## src/rtl/nvram_upload.sv

```systemverilog
// Host-upload responder for the ioctl interface: serves NVRAM bytes to the host,
// stretching each read with ioctl_wait and owning the RAM port while a session is open.
module nvram_upload #(
    parameter int         ADDR_W  = 10,
    parameter int         SIZE    = 1024,
    parameter int         RAM_LAT = 1,
    parameter logic [7:0] INDEX   = 8'd4
) (
    input  logic              clk_4m,
    input  logic              reset,
    input  logic              ioctl_upload,
    input  logic              ioctl_rd,
    input  logic [24:0]       ioctl_addr,
    input  logic [7:0]        ioctl_index,
    output logic [7:0]        ioctl_din,
    output logic              ioctl_wait,
    output logic [ADDR_W-1:0] ram_addr,
    output logic              ram_rd,
    input  logic [7:0]        ram_q,
    output logic              busy,
    output logic              done,
    output logic [15:0]       byte_cnt
);

    typedef enum logic [2:0] {
        S_IDLE,
        S_ARMED,
        S_READ,
        S_OOR,
        S_CAP
    } state_t;

    state_t            state_q, state_d;
    logic              upload_q, upload_d;
    logic              upload_prev_q, upload_prev_d;
    logic              match_q, match_d;
    logic [1:0]        lat_q, lat_d;
    logic [7:0]        din_q, din_d;
    logic              wait_q, wait_d;
    logic [ADDR_W-1:0] ram_addr_q, ram_addr_d;
    logic              ram_rd_q, ram_rd_d;
    logic              busy_q, busy_d;
    logic              done_q, done_d;
    logic [15:0]       byte_cnt_q, byte_cnt_d;

    logic              start;
    logic              in_range;
    logic              end_sess;

    function automatic logic [15:0] sat_inc(input logic [15:0] v);
        return (v == 16'hFFFF) ? v : v + 16'd1;
    endfunction

    always_comb begin
        state_d       = state_q;
        upload_d      = ioctl_upload;
        upload_prev_d = upload_q;
        match_d       = (ioctl_index == INDEX);
        lat_d         = lat_q;
        din_d         = din_q;
        wait_d        = wait_q;
        ram_addr_d    = ram_addr_q;
        ram_rd_d      = 1'b0;
        busy_d        = busy_q;
        done_d        = 1'b0;
        byte_cnt_d    = byte_cnt_q;
        end_sess      = 1'b0;

        // The index is only qualified on the rising edge of the registered upload level.
        start    = upload_q && !upload_prev_q && match_q;
        in_range = (ioctl_addr < 25'(SIZE));

        case (state_q)
            S_IDLE: begin
                wait_d = 1'b0;
                if (start) begin
                    state_d    = S_ARMED;
                    busy_d     = 1'b1;
                    byte_cnt_d = 16'd0;
                end
            end
            S_ARMED, S_CAP: begin
                if (state_q == S_CAP) begin
                    din_d = ram_q;
                end
                if (!upload_q) begin
                    end_sess = 1'b1;
                end else if (ioctl_rd) begin
                    wait_d = 1'b1;
                    if (in_range) begin
                        ram_addr_d = ioctl_addr[ADDR_W-1:0];
                        ram_rd_d   = 1'b1;
                        lat_d      = 2'(RAM_LAT - 1);
                        state_d    = S_READ;
                    end else begin
                        din_d   = 8'hFF;
                        state_d = S_OOR;
                    end
                end else begin
                    state_d = S_ARMED;
                end
            end
            S_READ: begin
                // A fall before the capture cycle abandons the RAM read entirely.
                if (!upload_q) begin
                    end_sess = 1'b1;
                end else if (lat_q == 2'd0) begin
                    wait_d     = 1'b0;
                    byte_cnt_d = sat_inc(byte_cnt_q);
                    state_d    = S_CAP;
                end else begin
                    lat_d = lat_q - 2'd1;
                end
            end
            S_OOR: begin
                if (!upload_q) begin
                    end_sess = 1'b1;
                end else begin
                    wait_d  = 1'b0;
                    state_d = S_ARMED;
                end
            end
            default: begin
                state_d = S_IDLE;
            end
        endcase

        if (end_sess) begin
            state_d = S_IDLE;
            busy_d  = 1'b0;
            done_d  = 1'b1;
            wait_d  = 1'b0;
        end
    end

    always_ff @(posedge clk_4m or posedge reset) begin
        if (reset) begin
            state_q       <= S_IDLE;
            upload_q      <= 1'b0;
            upload_prev_q <= 1'b0;
            match_q       <= 1'b0;
            lat_q         <= 2'd0;
            din_q         <= 8'h00;
            wait_q        <= 1'b0;
            ram_addr_q    <= '0;
            ram_rd_q      <= 1'b0;
            busy_q        <= 1'b0;
            done_q        <= 1'b0;
            byte_cnt_q    <= 16'd0;
        end else begin
            state_q       <= state_d;
            upload_q      <= upload_d;
            upload_prev_q <= upload_prev_d;
            match_q       <= match_d;
            lat_q         <= lat_d;
            din_q         <= din_d;
            wait_q        <= wait_d;
            ram_addr_q    <= ram_addr_d;
            ram_rd_q      <= ram_rd_d;
            busy_q        <= busy_d;
            done_q        <= done_d;
            byte_cnt_q    <= byte_cnt_d;
        end
    end

    // In the capture cycle the RAM byte is forwarded directly so it is valid as wait drops.
    assign ioctl_din  = (state_q == S_CAP) ? ram_q : din_q;
    assign ioctl_wait = wait_q;
    assign ram_addr   = ram_addr_q;
    assign ram_rd     = ram_rd_q;
    assign busy       = busy_q;
    assign done       = done_q;
    assign byte_cnt   = byte_cnt_q;

endmodule

```

## config.mk

```make
export PLATFORM = sky130hd
export DESIGN_NAME = nvram_upload
export DESIGN_NICKNAME = d
export VERILOG_FILES = /design/src/rtl/nvram_upload.sv
export SDC_FILE = /design/constraint.sdc
export NUM_CORES = 1
export LEC_CHECK = 0
export ABC_AREA = 0
export CAP_MARGIN = 40
export CELL_PAD_IN_SITES_DETAIL_PLACEMENT = 1
export CELL_PAD_IN_SITES_GLOBAL_PLACEMENT = 2
export CORE_AREA = 4 4 80 119
export CTS_CLUSTER_SIZE = 16
export DETAILED_ROUTE_END_ITERATION = 7
export DIE_AREA = 0 0 84 123
export GPL_TIMING_DRIVEN = 0
export PLACE_DENSITY_LB_ADDON = 0.1
export SYNTH_ARGS = -nofsm -noshare
export SYNTH_HDL_FRONTEND = slang
export SYNTH_SLANG_ARGS = --single-unit
```

## constraint.sdc

```tcl
create_clock -name clk_4m -period 2.9 [get_ports clk_4m]
set_input_delay 0.58 -clock clk_4m [delete_from_list [all_inputs] [get_ports clk_4m]]
set_output_delay 0.58 -clock clk_4m [all_outputs]
set_load 0.01 [all_outputs]
```

==> impl_metrics.yaml <==
placement:
  number_of_input_and_output_port_buffers_inserted: 82
  placedInstanceArea_sq_um: 3460
  hpwlAfterDp_um: 5614
  detailedPlace.worstSlack_ns: 0.3483
  routabilityCongestion: 0.7674
sta:
  timing.final.crit_share_pct: 93.06
  rsz0062_at_grt: "no"
  drv_slew: 0
  worst_slew_pin_slew_ns: 0.6265
  timing.final.setup_violations: 0
  hold_violations_final: 0
  timing.max_slew.rel_slack_pct: 57.95
  whs_ns: 0.4151
  maxClockFrequency_mhz: 370.6
  fin_ws_ns: 0.2014
  finalWorstPathRequiredPeriod_ns: 2.699
  finClkSkew_ns: 0.003731
  timing.setup.tns_ns: 0
critical_path:
  crit_chain: "buf_2, nor2_4, mux2_2, clkdlybuf4s50_1"
  critical_path.startpoint_type: "flip-flop"
  cpPeakStageDelay_ns: 0.49
  worstPathMaxFanout: 10
  timing.critical_path.arrival_ns: 2.12
  worstPathRequired_ns: 2.32
  path_class: "flip-flop to primary output"
  timing.reg2reg.worst_path_depth: 4
  setup.worst_path.end_class: "primary output"
  critical_path_top_delay_cell: "sky130_fd_sc_hd__clkdlybuf4s50_1"
hold_path:
  min_delay_path_depth: 0
  timing.hold.worst.class: "flip-flop to flip-flop"
layout:
  area_growth_syn_to_layout_pct: 46.42
  post_route_cells_drive_above_1_share_pct: 15.67
  sequential_cell_area_sq_um: 1151
  insertedDiodeCount: 0
  nFillCells: 966
  multi_input_comb_area_sq_um: 1214
  fin_area_sq_um: 3631
  nNetsFinal: 365
grt:
  pin_count_of_the_biggest_net_entering_global_routing: 32
  overflow: 0
  all_layer_gr_usage_pct: 14.50
  wire_length_of_the_first_global_routing_pass_um: 12110
  first_global_vias: 2413
  grt_antenna_before_repair: 0
die:
  initial_core_utilization_pct: 29.48
  die_h_um: 123
  die-area_sq_um: 10330
  die_x_um: 84
  placementRows: 41
  floorplan.io_pins: 83
  floorplan.core_area_sq_um: 8413
drt:
  drc_errors: 0
  wl_per_cell_um: 16.95
  wl_met1_um: 2770
  pre_antenna_drt_iters: 4
  drt-total-wl_um: 7222
  detailroute.wirelength.met3_um: 346
  detailroute.via_count: 2195
  postRouteAntennaNets: 0
  highest_signal_layer_in_the_routed_design: "met4"
  post_drt_via_cell_ratio: 5.153
  drtIter0Drc: 59
  wl_met2_um: 3990
logic_synthesis:
  syn-num-nets: 274
  synth-main-ff-cell: "sky130_fd_sc_hd__dfrtp_1"
  synthDistinctLibCells: 58
  synth.ff_latch_count: 46
  synthDominantAreaCellType: "sky130_fd_sc_hd__dfrtp_1"
  seq_area_frac_synth_pct: 46.42
  synth_enable_flop_cells: 0
  synth_commonest_cells: "sky130_fd_sc_hd__dfrtp_1, sky130_fd_sc_hd__inv_1, sky130_fd_sc_hd__nand2_1"
  avgSynthCellArea_sq_um: 10.92
  yosysTopAreaCellShare_pct: 46.42
  synth_area_sq_um: 2480
  syn_inst: 227
  proportion_of_register_bits_with_asynchronous_set_or_reset_after_synthesis_pct: 100.0
  synth.yosys.warnings: 0
  yosys-top-cells-area: "sky130_fd_sc_hd__dfrtp_1, sky130_fd_sc_hd__mux2_4, sky130_fd_sc_hd__mux2_2"
  synth.most_common_cell: "sky130_fd_sc_hd__dfrtp_1"
outcome:
  outcome: "completed"
run:
  max-cap-violations: 0
cts:
  clock_tree.root_cell: "sky130_fd_sc_hd__clkbuf_16"
  ctsHtreeMaxLevel: 2
  cts_inserted_buffers: 5
  path_clk_slew_ns: 0.06
  cts_buffer_depth: 2
  cts.sink_count: 46
  cts_hold_buffers: 0
  tritoncts_clock_tree: "built"
  insertion_delay_ns: 0.29
pwr:
  pwr_density_cell_nw_per_um2: 405.3
  vdd_drop_max_v: 0.0002339
  leakage_nw: 1.533
[path summary, 6_finish.rpt]
| path | slack (ns) | end | startpoint |
|---|---|---|---|
| min in group asynchronous | 0.60 | din_q[5]$_DFFE_PP0N_ | reset |
| max in group asynchronous | 1.81 | byte_cnt[14]$_DFFE_PP0P_ | reset |
| setup / recovery | 0.20 | ioctl_din[0] | state_q[1]$_DFFE_PP0P_ |
| hold reg to reg | 0.42 | upload_prev_q$_DFF_PP0_ | upload_prev_d$_DFF_PP0_ |
| setup reg to reg | 0.87 | byte_cnt[1]$_DFFE_PP0P_ | state_q[1]$_DFFE_PP0P_ |
| hold / removal | 0.42 | upload_prev_q$_DFF_PP0_ | upload_prev_d$_DFF_PP0_ |
[repair_timing]
item                       in CTS  in global routing
setup endpoints to repair       0                  8
setup buffers                   0                  0
gates resized for setup         0                  1
[cell families after synthesis]
| logic type | Yosys count | synth area share, % |
|---|---|---|
| simple gates | 69 | 18.77 |
| xor+xnor | 1 | 0.3532 |
| fa+ha+maj | 2 | 1.009 |
| mux | 20 | 10.34 |
| buf+inv | 26 | 4.844 |
| compound gates | 63 | 18.27 |
| flops | 46 | 46.42 |
[metrics by stage]
step	utilization (%)	cells	power [W]
after global routing	43.16	426	0.001536
after global placement	40.82	416	0.0008213
after detailed placement	41.12	418	0.0008288
after CTS	43.10	426	0.001498
after floorplan	-	227	0.0007267
final	43.16	426	0.001472
[critical path: cells and delay by family (launching register included)]
family                 cells  cell delay, ns
buffers and inverters      2            0.71
flip-flops                 1            0.45
multiplexers               1            0.40
AND/OR/NAND/NOR            1            0.28
[state kept, by name, indices dropped and copies added, names as in the netlist, 2 cells and up]
signal,flops
byte_cnt,16
ram_addr,10
din_q,8
state_q,3
lat_q,2
[layer usage]
metal / vias to the layer above / GRT usage [%]
met5: - / 0
met4: 0 / 4.628
met3: 8 / 2.667
met2: 59 / 27.74
met1: 1086 / 16.12
li1: 1042 / -
[area by class of cell]
type	count	area share [%]
Clock buffer	6	3.549
Inverter	16	1.654
Multi-Input combinational cell	155	33.43
Buffer	10	1.654
Timing Repair Buffer	84	23.29
Tap cell	107	3.687
Clock inverter	2	1.034
Sequential cell	46	31.70
[power breakdown]
part | leakage [nW] | internal (W) | switching (W)
sequential | 0.626 | 0.000656 | 0.00000692
clock | 0.0771 | 0.000407 | 0.000251
combinational | 0.831 | 0.0000973 | 0.0000527
total | 1.53 | 0.00116 | 0.000311
[cell usage in the layout, fill, tap and decap left out, types with 3 or more instances in the layout]
cell type / n
sky130_fd_sc_hd__inv_1: 15
sky130_fd_sc_hd__clkbuf_1: 3
sky130_fd_sc_hd__o21ai_0: 8
sky130_fd_sc_hd__mux2_2: 9
sky130_fd_sc_hd__nand2_1: 13
sky130_fd_sc_hd__nand3_1: 4
sky130_fd_sc_hd__nor3_1: 4
sky130_fd_sc_hd__o311ai_0: 3
sky130_fd_sc_hd__clkdlybuf4s50_1: 82
sky130_fd_sc_hd__and3_1: 4
sky130_fd_sc_hd__nor2b_1: 4
sky130_fd_sc_hd__o211ai_1: 5
sky130_fd_sc_hd__o22a_1: 8
sky130_fd_sc_hd__nor4_2: 3
sky130_fd_sc_hd__nor2_1: 7
sky130_fd_sc_hd__nor3b_1: 5
sky130_fd_sc_hd__o22ai_1: 4
sky130_fd_sc_hd__a21oi_1: 6
sky130_fd_sc_hd__dfrtp_1: 46
sky130_fd_sc_hd__nand4_1: 4
sky130_fd_sc_hd__buf_2: 7
sky130_fd_sc_hd__o21ai_1: 3
sky130_fd_sc_hd__mux2_4: 9
sky130_fd_sc_hd__a31oi_1: 6
sky130_fd_sc_hd__clkbuf_16: 5
Note: power is estimated with default switching activity, not from simulation.
